<file path="src/rtl/timer_pkg.sv">
// Shared types and constants for the timer/stopwatch run control.
// Time fields are plain binary: minutes, seconds, hundredths.
package timer_pkg;

    typedef enum logic [1:0] {
        ST_IDLE  = 2'd0,
        ST_RUN   = 2'd1,
        ST_PAUSE = 2'd2,
        ST_DONE  = 2'd3
    } state_t;

    localparam logic MODE_UP   = 1'b0;
    localparam logic MODE_DOWN = 1'b1;

    localparam int MIN_W   = 7;
    localparam int SEC_W   = 6;
    localparam int CENTI_W = 7;
    localparam int DIV_W   = 20;

    localparam logic [SEC_W-1:0]   SEC_LAST   = SEC_W'(59);
    localparam logic [CENTI_W-1:0] CENTI_LAST = CENTI_W'(99);

endpackage

</file>
<file path="src/rtl/tick_sync.sv">
// Brings the divider square wave into the i_clk domain and turns
// each rising edge into a single-cycle pulse.
module tick_sync (
    input  logic i_clk,
    input  logic i_reset_l,
    input  logic i_async,
    output logic o_pulse
);

    logic r_meta;
    logic r_sync;
    logic r_prev;

    // Two-flop synchronizer plus one delay flop for edge detection
    always_ff @(posedge i_clk or negedge i_reset_l) begin
        if (!i_reset_l) begin
            r_meta <= 1'b0;
            r_sync <= 1'b0;
            r_prev <= 1'b0;
        end else begin
            r_meta <= i_async;
            r_sync <= r_meta;
            r_prev <= r_sync;
        end
    end

    assign o_pulse = r_sync & ~r_prev;

endmodule

</file>
<file path="src/rtl/timer_control.sv">
// Timer/stopwatch run control: gates the clock divider and keeps
// a MM:SS.CC value counting up (stopwatch) or down (timer).
module timer_control
    import timer_pkg::*;
#(
    parameter int CLK_HZ  = 100_000_000,
    parameter int TICK_HZ = 100,
    parameter int MAX_MIN = 99
) (
    input  logic               i_clk,
    input  logic               i_reset_l,
    input  logic               i_start_stop,
    input  logic               i_clear,
    input  logic               i_load,
    input  logic [MIN_W-1:0]   i_load_min,
    input  logic [SEC_W-1:0]   i_load_sec,
    input  logic               i_mode,
    input  logic               i_div_clk,
    output logic [DIV_W-1:0]   o_div_max_count,
    output logic               o_div_reset_l,
    output logic [MIN_W-1:0]   o_min,
    output logic [SEC_W-1:0]   o_sec,
    output logic [CENTI_W-1:0] o_centi,
    output logic               o_running,
    output logic               o_done
);

    localparam int DIV_MAX = CLK_HZ / (2 * TICK_HZ) - 1;
    localparam logic [DIV_W-1:0] DIV_MAX_V = DIV_W'(DIV_MAX);
    localparam logic [MIN_W-1:0] MIN_LAST  = MIN_W'(MAX_MIN);

    state_t               r_state;
    logic                 r_mode;
    logic [MIN_W-1:0]     r_min;
    logic [SEC_W-1:0]     r_sec;
    logic [CENTI_W-1:0]   r_centi;

    logic                 w_tick;
    logic                 w_zero;
    logic                 w_start_ok;
    logic [MIN_W-1:0]     w_load_min;
    logic [SEC_W-1:0]     w_load_sec;

    logic [MIN_W-1:0]     w_up_min;
    logic [SEC_W-1:0]     w_up_sec;
    logic [CENTI_W-1:0]   w_up_centi;
    logic                 w_up_hit;

    logic [MIN_W-1:0]     w_dn_min;
    logic [SEC_W-1:0]     w_dn_sec;
    logic [CENTI_W-1:0]   w_dn_centi;
    logic                 w_dn_hit;

    logic [MIN_W-1:0]     w_nx_min;
    logic [SEC_W-1:0]     w_nx_sec;
    logic [CENTI_W-1:0]   w_nx_centi;
    logic                 w_nx_hit;

    tick_sync u_tick_sync (
        .i_clk     (i_clk),
        .i_reset_l (i_reset_l),
        .i_async   (i_div_clk),
        .o_pulse   (w_tick)
    );

    assign w_zero = (r_min == '0) && (r_sec == '0) && (r_centi == '0);

    // A timer with nothing left on it has nothing to count
    assign w_start_ok = !((i_mode == MODE_DOWN) && w_zero);

    assign w_load_min = (i_load_min > MIN_LAST) ? MIN_LAST : i_load_min;
    assign w_load_sec = (i_load_sec > SEC_LAST) ? SEC_LAST : i_load_sec;

    // Count-up step with carries from hundredths into seconds into minutes
    always_comb begin
        w_up_min   = r_min;
        w_up_sec   = r_sec;
        w_up_centi = r_centi + CENTI_W'(1);
        if (r_centi == CENTI_LAST) begin
            w_up_centi = '0;
            if (r_sec == SEC_LAST) begin
                w_up_sec = '0;
                w_up_min = r_min + MIN_W'(1);
            end else begin
                w_up_sec = r_sec + SEC_W'(1);
            end
        end
        w_up_hit = (w_up_min == MIN_LAST) &&
                   (w_up_sec == SEC_LAST) &&
                   (w_up_centi == CENTI_LAST);
    end

    // Count-down step with borrows from seconds and minutes
    always_comb begin
        w_dn_min   = r_min;
        w_dn_sec   = r_sec;
        w_dn_centi = r_centi - CENTI_W'(1);
        if (r_centi == '0) begin
            w_dn_centi = CENTI_LAST;
            if (r_sec == '0) begin
                w_dn_sec = SEC_LAST;
                w_dn_min = r_min - MIN_W'(1);
            end else begin
                w_dn_sec = r_sec - SEC_W'(1);
            end
        end
        w_dn_hit = (w_dn_min == '0) &&
                   (w_dn_sec == '0) &&
                   (w_dn_centi == '0);
    end

    // Pick the step matching the mode latched at start
    always_comb begin
        w_nx_min   = w_up_min;
        w_nx_sec   = w_up_sec;
        w_nx_centi = w_up_centi;
        w_nx_hit   = w_up_hit;
        if (r_mode == MODE_DOWN) begin
            w_nx_min   = w_dn_min;
            w_nx_sec   = w_dn_sec;
            w_nx_centi = w_dn_centi;
            w_nx_hit   = w_dn_hit;
        end
    end

    // Run-control FSM and time registers; clear beats start beats tick
    always_ff @(posedge i_clk or negedge i_reset_l) begin
        if (!i_reset_l) begin
            r_state <= ST_IDLE;
            r_mode  <= MODE_UP;
            r_min   <= '0;
            r_sec   <= '0;
            r_centi <= '0;
        end else begin
            unique case (r_state)
                ST_IDLE: begin
                    if (i_clear) begin
                        r_min   <= '0;
                        r_sec   <= '0;
                        r_centi <= '0;
                    end else if (i_load) begin
                        r_min   <= w_load_min;
                        r_sec   <= w_load_sec;
                        r_centi <= '0;
                    end else if (i_start_stop && w_start_ok) begin
                        r_state <= ST_RUN;
                        r_mode  <= i_mode;
                    end
                end
                ST_RUN: begin
                    if (i_clear) begin
                        r_state <= ST_IDLE;
                        r_min   <= '0;
                        r_sec   <= '0;
                        r_centi <= '0;
                    end else if (i_start_stop) begin
                        r_state <= ST_PAUSE;
                    end else if (w_tick) begin
                        r_min   <= w_nx_min;
                        r_sec   <= w_nx_sec;
                        r_centi <= w_nx_centi;
                        if (w_nx_hit) begin
                            r_state <= ST_DONE;
                        end
                    end
                end
                ST_PAUSE: begin
                    if (i_clear) begin
                        r_state <= ST_IDLE;
                        r_min   <= '0;
                        r_sec   <= '0;
                        r_centi <= '0;
                    end else if (i_start_stop) begin
                        r_state <= ST_RUN;
                    end
                end
                ST_DONE: begin
                    if (i_clear || i_start_stop) begin
                        r_state <= ST_IDLE;
                        r_min   <= '0;
                        r_sec   <= '0;
                        r_centi <= '0;
                    end
                end
                default: begin
                    r_state <= ST_IDLE;
                end
            endcase
        end
    end

    assign o_div_max_count = DIV_MAX_V;
    assign o_running       = (r_state == ST_RUN);
    assign o_done          = (r_state == ST_DONE);
    assign o_div_reset_l   = (r_state == ST_RUN);
    assign o_min           = r_min;
    assign o_sec           = r_sec;
    assign o_centi         = r_centi;

endmodule

</file>
<file path="config.mk">
export PLATFORM = sky130hd
export DESIGN_NAME = timer_control
export DESIGN_NICKNAME = d
export VERILOG_FILES = /design/src/rtl/timer_pkg.sv /design/src/rtl/tick_sync.sv /design/src/rtl/timer_control.sv
export SDC_FILE = /design/constraint.sdc
export NUM_CORES = 1
export LEC_CHECK = 0
export ABC_CLOCK_PERIOD_IN_PS = 3320
export CAP_MARGIN = 20
export CORE_MARGIN = 2
export CORE_UTILIZATION = 25
export CTS_CLUSTER_DIAMETER = 40
export DETAILED_ROUTE_END_ITERATION = 16
export GPL_TIMING_DRIVEN = 1
export PLACE_DENSITY = 0.43
export SLEW_MARGIN = 20
export SYNTH_ARGS = -nofsm -noshare
export SYNTH_HDL_FRONTEND = slang
export SYNTH_SLANG_ARGS = --single-unit
</file>
<file path="constraint.sdc">
create_clock -name i_clk -period 3.32 [get_ports i_clk]
set_input_delay 0.332 -clock i_clk [delete_from_list [all_inputs] [get_ports i_clk]]
set_output_delay 0.332 -clock i_clk [all_outputs]
set_load 0.05 [all_outputs]
</file>
==> impl_metrics.yaml <==
floorplan:
  core_area_sq_um: 11400
  dieArea_sq_um: 12500
  io_pins: 63
  die_height_um: 112
  initial_utilization_pct: 25.6
  die_w_um: 112
  fp-row-count: 39
sta:
  finalSetupViolCount: 0
  finalSetupTns_ps: 0
  whs_ps: 351
  maxSlewHeadroom_pct: 49.2
  rsz0062_at_grt: "false"
  drv_slew: 0
  tightest_slew_ps: 763
  fin_crit_ps: 3040
  setup_ws_ps: 281
  max_freq_ghz: 0.329
  timing.final.crit_share_pct: 91.5
  hold_viol_final: 0
  fin_skew_ps: 5.41
global_route:
  grt_util_all_layers_pct: 15.1
  grt_overflow: 0
  antenna_found_initial: 0
  grt_max_degree: 27
  grt_pass1_vias: 2859
  grt_pass1_wl_um: 15500
critical_path:
  worstRegToRegCells: 9
  worst-path-buf-inv: 1
  path_cells: "inv_1, ha_1, nand2b_1, nor4_4, a41oi_1, o311a_1, or4_4, a211o_1, o311ai_1"
  crit_path_top_delay_cell: "nor4_4"
  start_kind: "flip-flop"
  path_max_fanout: 12
  worst_ep_required_time_ps: 3490
  r2r_slack_ps: 280
  end_kind: "flip-flop"
  cpLargestDelayFamily: "simple AND/OR/NAND/NOR gates"
  cpPeakStageDelay_ps: 640
  critical_path_class: "flip-flop to flip-flop"
  cp.depth: 9
  critPathArrivalTime_ps: 3210
yosys:
  synthFlopType: "dfrtp_1"
  synth_edf_count: 0
  syn_avg_cell_area_sq_um: 7.46
  ys_ff_latch: 26
  async_flop_share_pct: 100
  syn_area_sq_um: 2910
  netlist_instances: 390
  synth_cell_type_count: 69
  yosysWarnings: 0
  ys_seq_area_share_pct: 22.4
layout:
  layout-drive-gt1-share_pct: 9.50
  areaGrowthSynthToFinish_pct: 22.0
  final_common_cell: "clkdlybuf4s50_1"
  final_util_pct: 31.2
  final_cell_mix: "42 x clkdlybuf4s50_1, 33 x o21ai_0, 31 x a21oi_1"
  diodes: 0
  nNetsFinal: 452
clocking:
  cts_buffers: 3
  cts_sinks: 26
  root_buffer: "clkbuf_16"
  cts_hold_buffers: 0
  cts_buffer_depth: 2
  cts_setup_buffers: 0
  clkTransAtPathRegs_ps: 70
  htree_levels: 1
  cts_resized: 0
  clock_latency_ps: 270
  cts_tree: "yes"
drt:
  vias: 3014
  ant_nets: 0
  drt-total-wl_um: 9580
  drt-vias-per-instance: 5.34
  routedWlPerCell_um: 17.0
  first_pass_iters: 4
  drtIter0Drc: 146
  drc: 0
pwr:
  leakage_nw: 1.39
  ir_drop_v: 0.000200
  p_total_mw: 1.62
  power_density_nw_per_um2: 455
status:
  status: "completed"
placement:
  io_buffer_count: 42
  post-dp-hpwl_um: 7260
  dp_slack_ps: 299
  gp_congestion: 0.874
min_path:
  hold_path_depth: 0
  holdCritPathClass: "flip-flop to flip-flop"
run:
  cap_violations: 0
-- through the flow --
step                      cells  instance area (sq um)
after floorplan             408                   2980
after global placement      560                   3440
after detailed placement    560                   3440
after CTS                   564                   3550
after global routing        564                   3550
final                       564                   3550
-- cell families (layout without fill, tap and decap cells) --
group           after synthesis  in the layout  synth area share, %
compound gates              125            125                 27.8
fa+ha+maj                    10             10                 4.30
simple gates                143            143                 27.4
mux                           8              8                 3.40
buf+inv                      70             83                 12.6
flops                        26             26                 22.4
xor+xnor                      6              6                 1.81
other cells                   2             20                0.258
-- per-layer routing --
metal,routed length [um],vias up,part of all wire [%],global-route usage [%]
met3,391,7,4.1,1.25
li1,-,1472,-,-
met4,88,0,0.92,3.13
met5,0,-,0,0
met1,4590,1445,48,21.8
met2,4510,90,47,24.8
-- state kept, by name (all words and copies together), names as in the netlist --
register            flops
o_centi                 7
o_min                   7
o_sec                   6
r_mode                  1
r_state                 2
u_tick_sync.r_meta      1
u_tick_sync.r_prev      1
u_tick_sync.r_sync      1
-- synth_stat cells, types with 5 or more instances --
cell type	count	share of area, %
a21oi_1	31	5.3
mux2_2	5	1.9
xor2_1	5	1.5
dfrtp_1	26	22
buf_4	21	5.4
nor2_1	30	3.9
ha_1	10	4.3
inv_1	15	1.9
o21ai_0	33	5.7
a31oi_1	8	1.7
or3_1	9	1.9
and3_1	6	1.3
nand4_1	9	1.9
nor3_1	14	2.4
clkbuf_1	29	3.7
nand3_1	12	2.1
nor2b_1	6	1.3
nand2_1	25	3.2
nor4_1	5	1.1
-- final timing paths --
path / endpoint / from
max: r_state[1]$_DFFE_PN0P_ / o_centi[0]$_DFFE_PN0P_
min in group asynchronous: o_min[1]$_DFFE_PN0P_ / i_reset_l
min: u_tick_sync.r_sync$_DFF_PN0_ / u_tick_sync.r_meta$_DFF_PN0_
max in group asynchronous: r_state[0]$_DFFE_PN0P_ / i_reset_l
min reg2reg: u_tick_sync.r_sync$_DFF_PN0_ / u_tick_sync.r_meta$_DFF_PN0_
max reg2reg: r_state[1]$_DFFE_PN0P_ / o_centi[0]$_DFFE_PN0P_
-- final cells by class --
| type | instances | area [sq um] |
|---|---|---|
| Fill cell | 1225 | 7820 |
| Multi-Input combinational cell | 312 | 1970 |
| Sequential cell | 26 | 651 |
| Timing Repair Buffer | 64 | 586 |
| Tap cell | 143 | 179 |
| Clock buffer | 3 | 75.1 |
| Inverter | 15 | 56.3 |
| Clock inverter | 1 | 30.0 |
-- power breakdown --
part / total, mW / leakage, nW / switching (mW) / internal [mW]
clock network: 0.366 / 0.0511 / 0.126 / 0.241
registers: 0.418 / 0.339 / 0.0693 / 0.349
logic: 0.831 / 0.997 / 0.537 / 0.294
(Power assumes the default switching activity.)
